`src/rtl/mmio_input_bridge.sv`:
```
// mmio_input_bridge
// Memory-mapped input peripheral: synchronizes and debounces 16 switches and
// one push button, and exposes state, button events and switch change flags
// as four registers at BASE_ADDR..BASE_ADDR+3.
//
// Optional feature macro: MMIO_IRQ_EN
//   defined   : CONTROL register (irq_en) is implemented and irq is driven.
//   undefined : CONTROL reads 0, writes to it are ignored, irq stays 0.
//
// Register map (word offset from BASE_ADDR, unused bits read 0):
//   +0 SWITCHES [15:0] debounced SW                      (read-only)
//   +1 EVENT    [0] pending (clear on read), [15:8] press_cnt
//               (press_cnt cleared by writing 1 to bit 1)
//   +2 CHANGED  [15:0] changed mask (clear on read)
//   +3 CONTROL  [0] irq_en                               (read/write)

module mmio_input_bridge #(
  parameter int DATA_WIDTH      = 32,
  parameter int ADDRESS_WIDTH   = 12,
  parameter int BASE_ADDR       = 16,
  parameter int DEBOUNCE_CYCLES = 1000
) (
  input  logic                     clk,
  input  logic                     reset_n,
  input  logic                     rEn,
  input  logic                     wEn,
  input  logic [ADDRESS_WIDTH-1:0] addr,
  input  logic [DATA_WIDTH-1:0]    dataIn,
  output logic [DATA_WIDTH-1:0]    dataOut,
  input  logic [15:0]              SW,
  input  logic                     BTN,
  output logic                     irq
);

  // Prescaler sizing: counts 0..DEBOUNCE_CYCLES-1.
  localparam int PW = (DEBOUNCE_CYCLES > 2) ? $clog2(DEBOUNCE_CYCLES) : 1;
  localparam logic [PW-1:0] PRESC_LAST = PW'(DEBOUNCE_CYCLES - 1);
  localparam logic [PW-1:0] PRESC_ONE  = PW'(1);

  localparam logic [ADDRESS_WIDTH-1:0] BASE = ADDRESS_WIDTH'(BASE_ADDR);

  // Register offsets.
  localparam logic [1:0] OFF_SWITCHES = 2'd0;
  localparam logic [1:0] OFF_EVENT    = 2'd1;
  localparam logic [1:0] OFF_CHANGED  = 2'd2;
  localparam logic [1:0] OFF_CONTROL  = 2'd3;

  // Input vector layout: bit 16 is the button, bits 15:0 are switches.
  logic [16:0] w_raw;
  logic [16:0] r_meta;
  logic [16:0] r_sync;
  logic [16:0] r_sample;
  logic [16:0] r_deb;
  logic [PW-1:0] r_presc;

  logic        r_pending;
  logic [7:0]  r_press_cnt;
  logic [15:0] r_changed;

  logic        w_tick;
  logic [16:0] w_stable;
  logic [16:0] w_deb_next;
  logic        w_btn_rise;
  logic [15:0] w_sw_toggle;

  logic [ADDRESS_WIDTH-1:0] w_offset_full;
  logic [1:0]  w_offset;
  logic        w_hit;
  logic        w_rd;
  logic        w_rd_hit;
  logic        w_wr_hit;
  logic        w_clr_pending;
  logic        w_clr_changed;
  logic        w_clr_cnt;
  logic        w_irq_en;
  logic        w_irq_next;
  logic [DATA_WIDTH-1:0] w_rdata;
  logic        w_unused_data;

  assign w_raw = {BTN, SW};

  // Only bits 1:0 of dataIn carry meaning; the rest are intentionally ignored.
  assign w_unused_data = ^dataIn;

  // Two-flop synchronizer for every raw input bit.
  always_ff @(posedge clk or negedge reset_n) begin
    if (!reset_n) begin
      r_meta <= 17'd0;
      r_sync <= 17'd0;
    end else begin
      r_meta <= w_raw;
      r_sync <= r_meta;
    end
  end

  // Debounce prescaler: free-running 0..DEBOUNCE_CYCLES-1, tick at terminal count.
  always_ff @(posedge clk or negedge reset_n) begin
    if (!reset_n) begin
      r_presc <= '0;
    end else if (r_presc == PRESC_LAST) begin
      r_presc <= '0;
    end else begin
      r_presc <= r_presc + PRESC_ONE;
    end
  end

  assign w_tick = (r_presc == PRESC_LAST);

  // A bit is stable when the new sample matches the previous one; only then
  // may the debounced value follow it.
  assign w_stable    = ~(r_sync ^ r_sample);
  assign w_deb_next  = w_tick ? ((r_deb & ~w_stable) | (r_sync & w_stable)) : r_deb;
  assign w_btn_rise  = w_deb_next[16] & ~r_deb[16];
  assign w_sw_toggle = w_deb_next[15:0] ^ r_deb[15:0];

  // Tick-rate sampler and debounced state.
  always_ff @(posedge clk or negedge reset_n) begin
    if (!reset_n) begin
      r_sample <= 17'd0;
      r_deb    <= 17'd0;
    end else if (w_tick) begin
      r_sample <= r_sync;
      r_deb    <= w_deb_next;
    end
  end

  // Address decode: offset wraps, so any address outside the 4-word window
  // has nonzero upper offset bits.
  assign w_offset_full = addr - BASE;
  assign w_offset      = w_offset_full[1:0];
  assign w_hit         = (w_offset_full[ADDRESS_WIDTH-1:2] == '0);

  // A simultaneous write wins over the read; the read then has no effect.
  assign w_rd          = rEn & ~wEn;
  assign w_rd_hit      = w_rd & w_hit;
  assign w_wr_hit      = wEn & w_hit;
  assign w_clr_pending = w_rd_hit & (w_offset == OFF_EVENT);
  assign w_clr_changed = w_rd_hit & (w_offset == OFF_CHANGED);
  assign w_clr_cnt     = w_wr_hit & (w_offset == OFF_EVENT) & dataIn[1];

`ifdef MMIO_IRQ_EN
  logic r_irq_en;

  // CONTROL register: interrupt enable.
  always_ff @(posedge clk or negedge reset_n) begin
    if (!reset_n) begin
      r_irq_en <= 1'b0;
    end else if (w_wr_hit && (w_offset == OFF_CONTROL)) begin
      r_irq_en <= dataIn[0];
    end
  end

  assign w_irq_en = r_irq_en;
`else
  assign w_irq_en = 1'b0;
`endif

  // Button pending flag: a new edge beats a same-cycle clearing read.
  always_ff @(posedge clk or negedge reset_n) begin
    if (!reset_n) begin
      r_pending <= 1'b0;
    end else if (w_btn_rise) begin
      r_pending <= 1'b1;
    end else if (w_clr_pending) begin
      r_pending <= 1'b0;
    end
  end

  // Saturating press counter; a press coinciding with the clear is kept.
  always_ff @(posedge clk or negedge reset_n) begin
    if (!reset_n) begin
      r_press_cnt <= 8'd0;
    end else if (w_clr_cnt) begin
      r_press_cnt <= w_btn_rise ? 8'd1 : 8'd0;
    end else if (w_btn_rise && (r_press_cnt != 8'hFF)) begin
      r_press_cnt <= r_press_cnt + 8'd1;
    end
  end

  // Switch change mask: bits toggling this cycle survive a clearing read.
  always_ff @(posedge clk or negedge reset_n) begin
    if (!reset_n) begin
      r_changed <= 16'd0;
    end else if (w_clr_changed) begin
      r_changed <= w_sw_toggle;
    end else begin
      r_changed <= r_changed | w_sw_toggle;
    end
  end

  // Read data mux; reflects register values before this cycle's updates.
  always_comb begin
    w_rdata = '0;
    case (w_offset)
      OFF_SWITCHES: w_rdata[15:0] = r_deb[15:0];
      OFF_EVENT:    w_rdata[15:0] = {r_press_cnt, 7'd0, r_pending};
      OFF_CHANGED:  w_rdata[15:0] = r_changed;
      OFF_CONTROL:  w_rdata[15:0] = {15'd0, w_irq_en};
      default:      w_rdata[15:0] = 16'd0;
    endcase
  end

  // Registered read data: updated only by a pure read, zero on a miss.
  always_ff @(posedge clk or negedge reset_n) begin
    if (!reset_n) begin
      dataOut <= '0;
    end else if (w_rd) begin
      dataOut <= w_rd_hit ? w_rdata : '0;
    end
  end

  assign w_irq_next = w_irq_en & (r_pending | (|r_changed));

  // Registered interrupt request.
  always_ff @(posedge clk or negedge reset_n) begin
    if (!reset_n) begin
      irq <= 1'b0;
    end else begin
      irq <= w_irq_next;
    end
  end

endmodule

```
`config.mk`:
```
export PLATFORM = sky130hd
export DESIGN_NAME = mmio_input_bridge
export DESIGN_NICKNAME = d
export VERILOG_FILES = /design/src/rtl/mmio_input_bridge.sv
export SDC_FILE = /design/constraint.sdc
export NUM_CORES = 1
export LEC_CHECK = 0
export BUFFER_PORTS_ARGS = -buffer_cell sky130_fd_sc_hd__buf_2
export CAP_MARGIN = 30
export CORE_ASPECT_RATIO = 1.25
export CORE_MARGIN = 1.5
export CORE_UTILIZATION = 40
export DETAILED_ROUTE_END_ITERATION = 16
export PLACE_DENSITY_LB_ADDON = 0.05
export RECOVER_POWER = 50
export SKIP_CTS_REPAIR_TIMING = 1
export SLEW_MARGIN = 20
export SYNTH_ARGS = -nofsm -noshare
export SYNTH_HDL_FRONTEND = slang
export SYNTH_SLANG_ARGS = --single-unit
```
`constraint.sdc`:
```
create_clock -name clk -period 4.55 [get_ports clk]
set_clock_uncertainty 0.15 [all_clocks]
set_input_delay 0.455 -clock clk [delete_from_list [all_inputs] [get_ports clk]]
set_output_delay 0.455 -clock clk [all_outputs]
set_load 0.005 [all_outputs]
```
# Word level (Yosys, flattened, before mapping)
# Cells that the tools add are included.
# totals
regBits,135
inputBits,65
wordCells,50
# op_classes
add_sub_neg,3
eq_ne,5
muxes,10
bitwise_logic,18
reduce_logical,5
# op_table
cell,count
$pmux 16 s4,1
$and 17x17->17,2
$not 17->17,2
$mux 16,2
$mux 17,1
$or 17x17->17,1
$xor 17x17->17,1
$mux 8,2
$or 16x16->16,1
$xor 16x16->16,1
$sub 12x5->12 const B,1
$add 10x1->10 const B,1
$eq 10x10->1 const B,1
$logic_not 10->1,1
$mux 10,1
$add 8x1->8 const B,1
$and 1x1->1,8
$ne 8x8->1 const B,1
$eq 2x2->1 const B,2
$reduce_bool 2->1,2
$mux 1,3
$eq 2x1->1 const B,1
$logic_not 2->1,1
$not 1->1,2
$logic_and 1x1->1,1

# Longest topological paths before layout
# logic_depth
depth_word,10
ltp_mapped,7
depth_no_buf,5

# Worst setup path before layout
# OpenSTA, ideal clock, no wires.
# synth_timing
kind,register -> register
startpoint,register r_presc[0]
endpoint,register r_press_cnt[3]
setup_ns,0.078
arrival_time_ns,1.848
required_time_ns,4.322
slack_ns,2.475
path_stages_with_launch,6
cell_sequence,dfrtp_1 -> ha_1 -> nand2_1 -> or4_4 -> or4_1 -> a21oi_1
# synth_via
elab_chain_cells,5
# synth_rtl
element,line,rtl
"start, declared",54,logic [PW-1:0] r_presc;
"start signal, assigned",103,r_presc <= r_presc + PRESC_ONE;
$eq 10x10->1,107,assign w_tick = (r_presc == PRESC_LAST);
$mux 17,112,assign w_deb_next = w_tick ? ((r_deb & ~w_stable) | (r_sync & w_stable)) : r_deb;
$and 1x1->1,113,assign w_btn_rise = w_deb_next[16] & ~r_deb[16];
$logic_and 1x1->1,175,end else if (w_btn_rise && (r_press_cnt != 8'hFF)) begin
$reduce_bool 2->1 (no line),-,
"end signal, assigned",174,r_press_cnt <= w_btn_rise ? 8'd1 : 8'd0;
"end signal, assigned",176,r_press_cnt <= r_press_cnt + 8'd1;
"end, declared",57,logic [7:0] r_press_cnt;
# Every way passes these cells.
# A chain may end at the register's enable or synchronous reset.

==> impl_results.md <==
- Critical Path Fanout Max: about 60
- Crit share post-route: 0.527
- Routed Antenna Nets: 0
- CTS tree: yes
- Clock Path Buffers: 2
- Top layer in use: met4
- All-Layer GR Usage: 0.168
- Initial Util: 0.412
- Root buf cell: clkbuf_16
- Cell family contributing the most delay on the critical path: buffers and inverters
- Ys flop type: dfrtp_1
- Met2 wire length: between 4 and 5 mm
- Area Overhead vs Synth: 20.4%
- Fmax: roughly 420 MHz
- Number of cells on the critical path: 2
- Reg clk slew, reported paths: 50 ps
- Commonest non-fill, non-tap cell in the layout: dfrtp_1
- Total global routing overflow: 0
- First-pass GRT wire length: approximately 17 mm
- Die area: between 10000 and 15000 µm²
- P_leak: 2.69 nW
- Hold WC Path Type: in2async
- Largest net degree at the start of global routing: 65
- WS Path Type: in2async
- Failing checks: hold timing, capacitance limit, slew limit
- Core area: 12200 µm²
- Endpoints failing hold: between 50 and 60
- Worst vdd ir: approximately 0.00019 V
- Post-Route WL: 10.2 mm
- Vias: between 3000 and 4000
- Initial antenna violation count: 0
- Met3 Routed Length: 394 µm
- Worst-case reg-to-reg path depth: 5
- Die X: 103 µm
- Pre-CTS setup slack: 1750 ps
- Worst setup SP type: input pin
- Setup TNS Final: 0 ps
- Synthesized area per cell: roughly 10 µm²
- Register bit total from synthesis: between 100 and 150
- Hold Worst Slack: -36.0 ps
- Netlist cell types: 36
- CP Data Required Time: around 4600 ps
- Reg2reg start: r_presc[0]
- Starting DRT DRC Count: approximately 140
- Most frequent cells in the layout: dfrtp_1, o21ai_0, nand2_1
- I/O pin count: 98
- Routed length per instance: 14.1 µm
- 1st-pass router iterations: 4
- CP Cell Sequence: buf_4 -> clkbuf_1
- Post-route minimum period: approximately 2400 ps
- I/O Buffers: between 40 and 50
- Yosys warns: 0
- Max-slew violations: 64
- Endpoints failing setup: 0
- Critical path data arrival time: between 2000 and 2500 ps
- Vias in the first global route: around 3400
- Die height: ~130 µm
- Inserted Diodes: 0
- Sink Count: ~120
- Pwr/cell area: 402 nW/µm²
- Worst rel slew slack: -0.191
- Synth Instances: 482
- Synth Cell Area: roughly 5000 µm²
- Post-route DRC violation count: 0
- DR vias/cell: ~5
- Post-DP HPWL: about 6.6 mm
- PnR Total Power: ~2.4 mW
- RSZ-0062 raised after global routing: no
- Nets: slightly above 600
- Critical Path Start: reset_n
- Clock Latency Late Sink: 400 ps
- Post-synth ARST share: 1.00
- Maxcap violations: 2
- Crit-path slowest cell: clkbuf_1
- Number of enable flip-flop cells after synthesis: 0
- Crit end category: asynchronous set/reset pin
- Sequential-to-total area share from yosys stat: 0.591
- Status: finished, violations left
- Worst-Margin Slew: ~1800 ps
- Layout cell share with drive strength beyond 1: 0.145
- WP buf/inv: 2
- CTS buffer count: 17
- Slowest stage delay, CP: between 1000 and 1500 ps
- # H-tree levels: 4
- M1 WL: between 4 and 5 mm
- Setup slack after layout: around 2200 ps
- Core Rows: 45
- Final Wtd Congestion: approximately 0.72
-- sequential cells by signal, summed over array words and instances, names as in the netlist, 8 cells and up --
name and count:
r_sync 17, r_changed 16, r_presc 10, r_sample 17, dataOut 16, r_deb 17
r_press_cnt 8, r_meta 17
-- area by class of cell --
class / count / area, µm²
Inverter: 21 / 78.8
Sequential cell: 119 / 2980
Timing Repair Buffer: 65 / 392
Multi-Input combinational cell: 321 / 1840
Clock inverter: 9 / 100
Fill cell: 1129 / 6150
Tap cell: 164 / 205
Clock buffer: 22 / 474
-- layer usage --
| layer | up-vias | GRT usage |
|---|---|---|
| met2 | 79 | 0.255 |
| met3 | 11 | 0.0424 |
| li1 | 1790 | - |
| met1 | 1710 | 0.231 |
| met5 | - | 0 |
| met4 | 0 | 0.0676 |
-- final timing paths --
path	endpoint	slack, ps
min reg2reg	r_sync[10]	190
min in group clk	r_meta[11]	20
max reg2reg	r_press_cnt[3]	2180
max in group clk	r_press_cnt[3]	2180
min	dataOut[6]	-40
max	r_meta[10]	2150
-- synthesized netlist by cell type (all sizes together) (3+ instances only) --
| master | n | area [µm²] |
|---|---|---|
| dfrtp | 119 | 2980 |
| o21ai | 85 | 425 |
| nand2 | 56 | 210 |
| a21oi | 37 | 185 |
| buf | 21 | 148 |
| inv | 21 | 78.8 |
| mux2i | 17 | 170 |
| a22o | 16 | 140 |
| clkbuf | 16 | 60.1 |
| nand3b | 16 | 120 |
| nor2 | 14 | 52.6 |
| nand3 | 10 | 50.1 |
| o31ai | 7 | 52.6 |
| or4 | 7 | 56.3 |
| nand4 | 5 | 31.3 |
| or3 | 5 | 31.3 |
| and3 | 4 | 25.0 |
| and4 | 3 | 26.3 |
| nand2b | 3 | 18.8 |
-- where the power goes --
part,switching (mW),leakage [nW],total [mW],internal (mW)
logic,0.0460,0.884,0.0720,0.0261
registers,0.0115,1.52,1.09,1.08
clock network,0.441,0.282,1.28,0.840
-- logic make-up after synthesis --
family          Yosys count  synth area share
compound gates          147             0.163
buf+inv                  58            0.0569
mux                      17            0.0338
flops                   119             0.591
fa+ha+maj                 2           0.00496
xor+xnor                  4           0.00695
other cells               1          0.000744
simple gates            134             0.143
-- metrics by stage --
| stage | utilization | hold slack, ps | instances | area, µm² |
|---|---|---|---|---|
| after floorplan | - | 9.41 | 498 | 5100 |
| after global placement | 0.440 | 183 | 677 | 5370 |
| after detailed placement | 0.440 | 185 | 677 | 5370 |
| after CTS | 0.487 | -15.4 | 708 | 5950 |
| after global routing | 0.497 | 1.61 | 721 | 6070 |
| final | 0.497 | -36.0 | 721 | 6070 |
(Power assumes the default switching activity.)
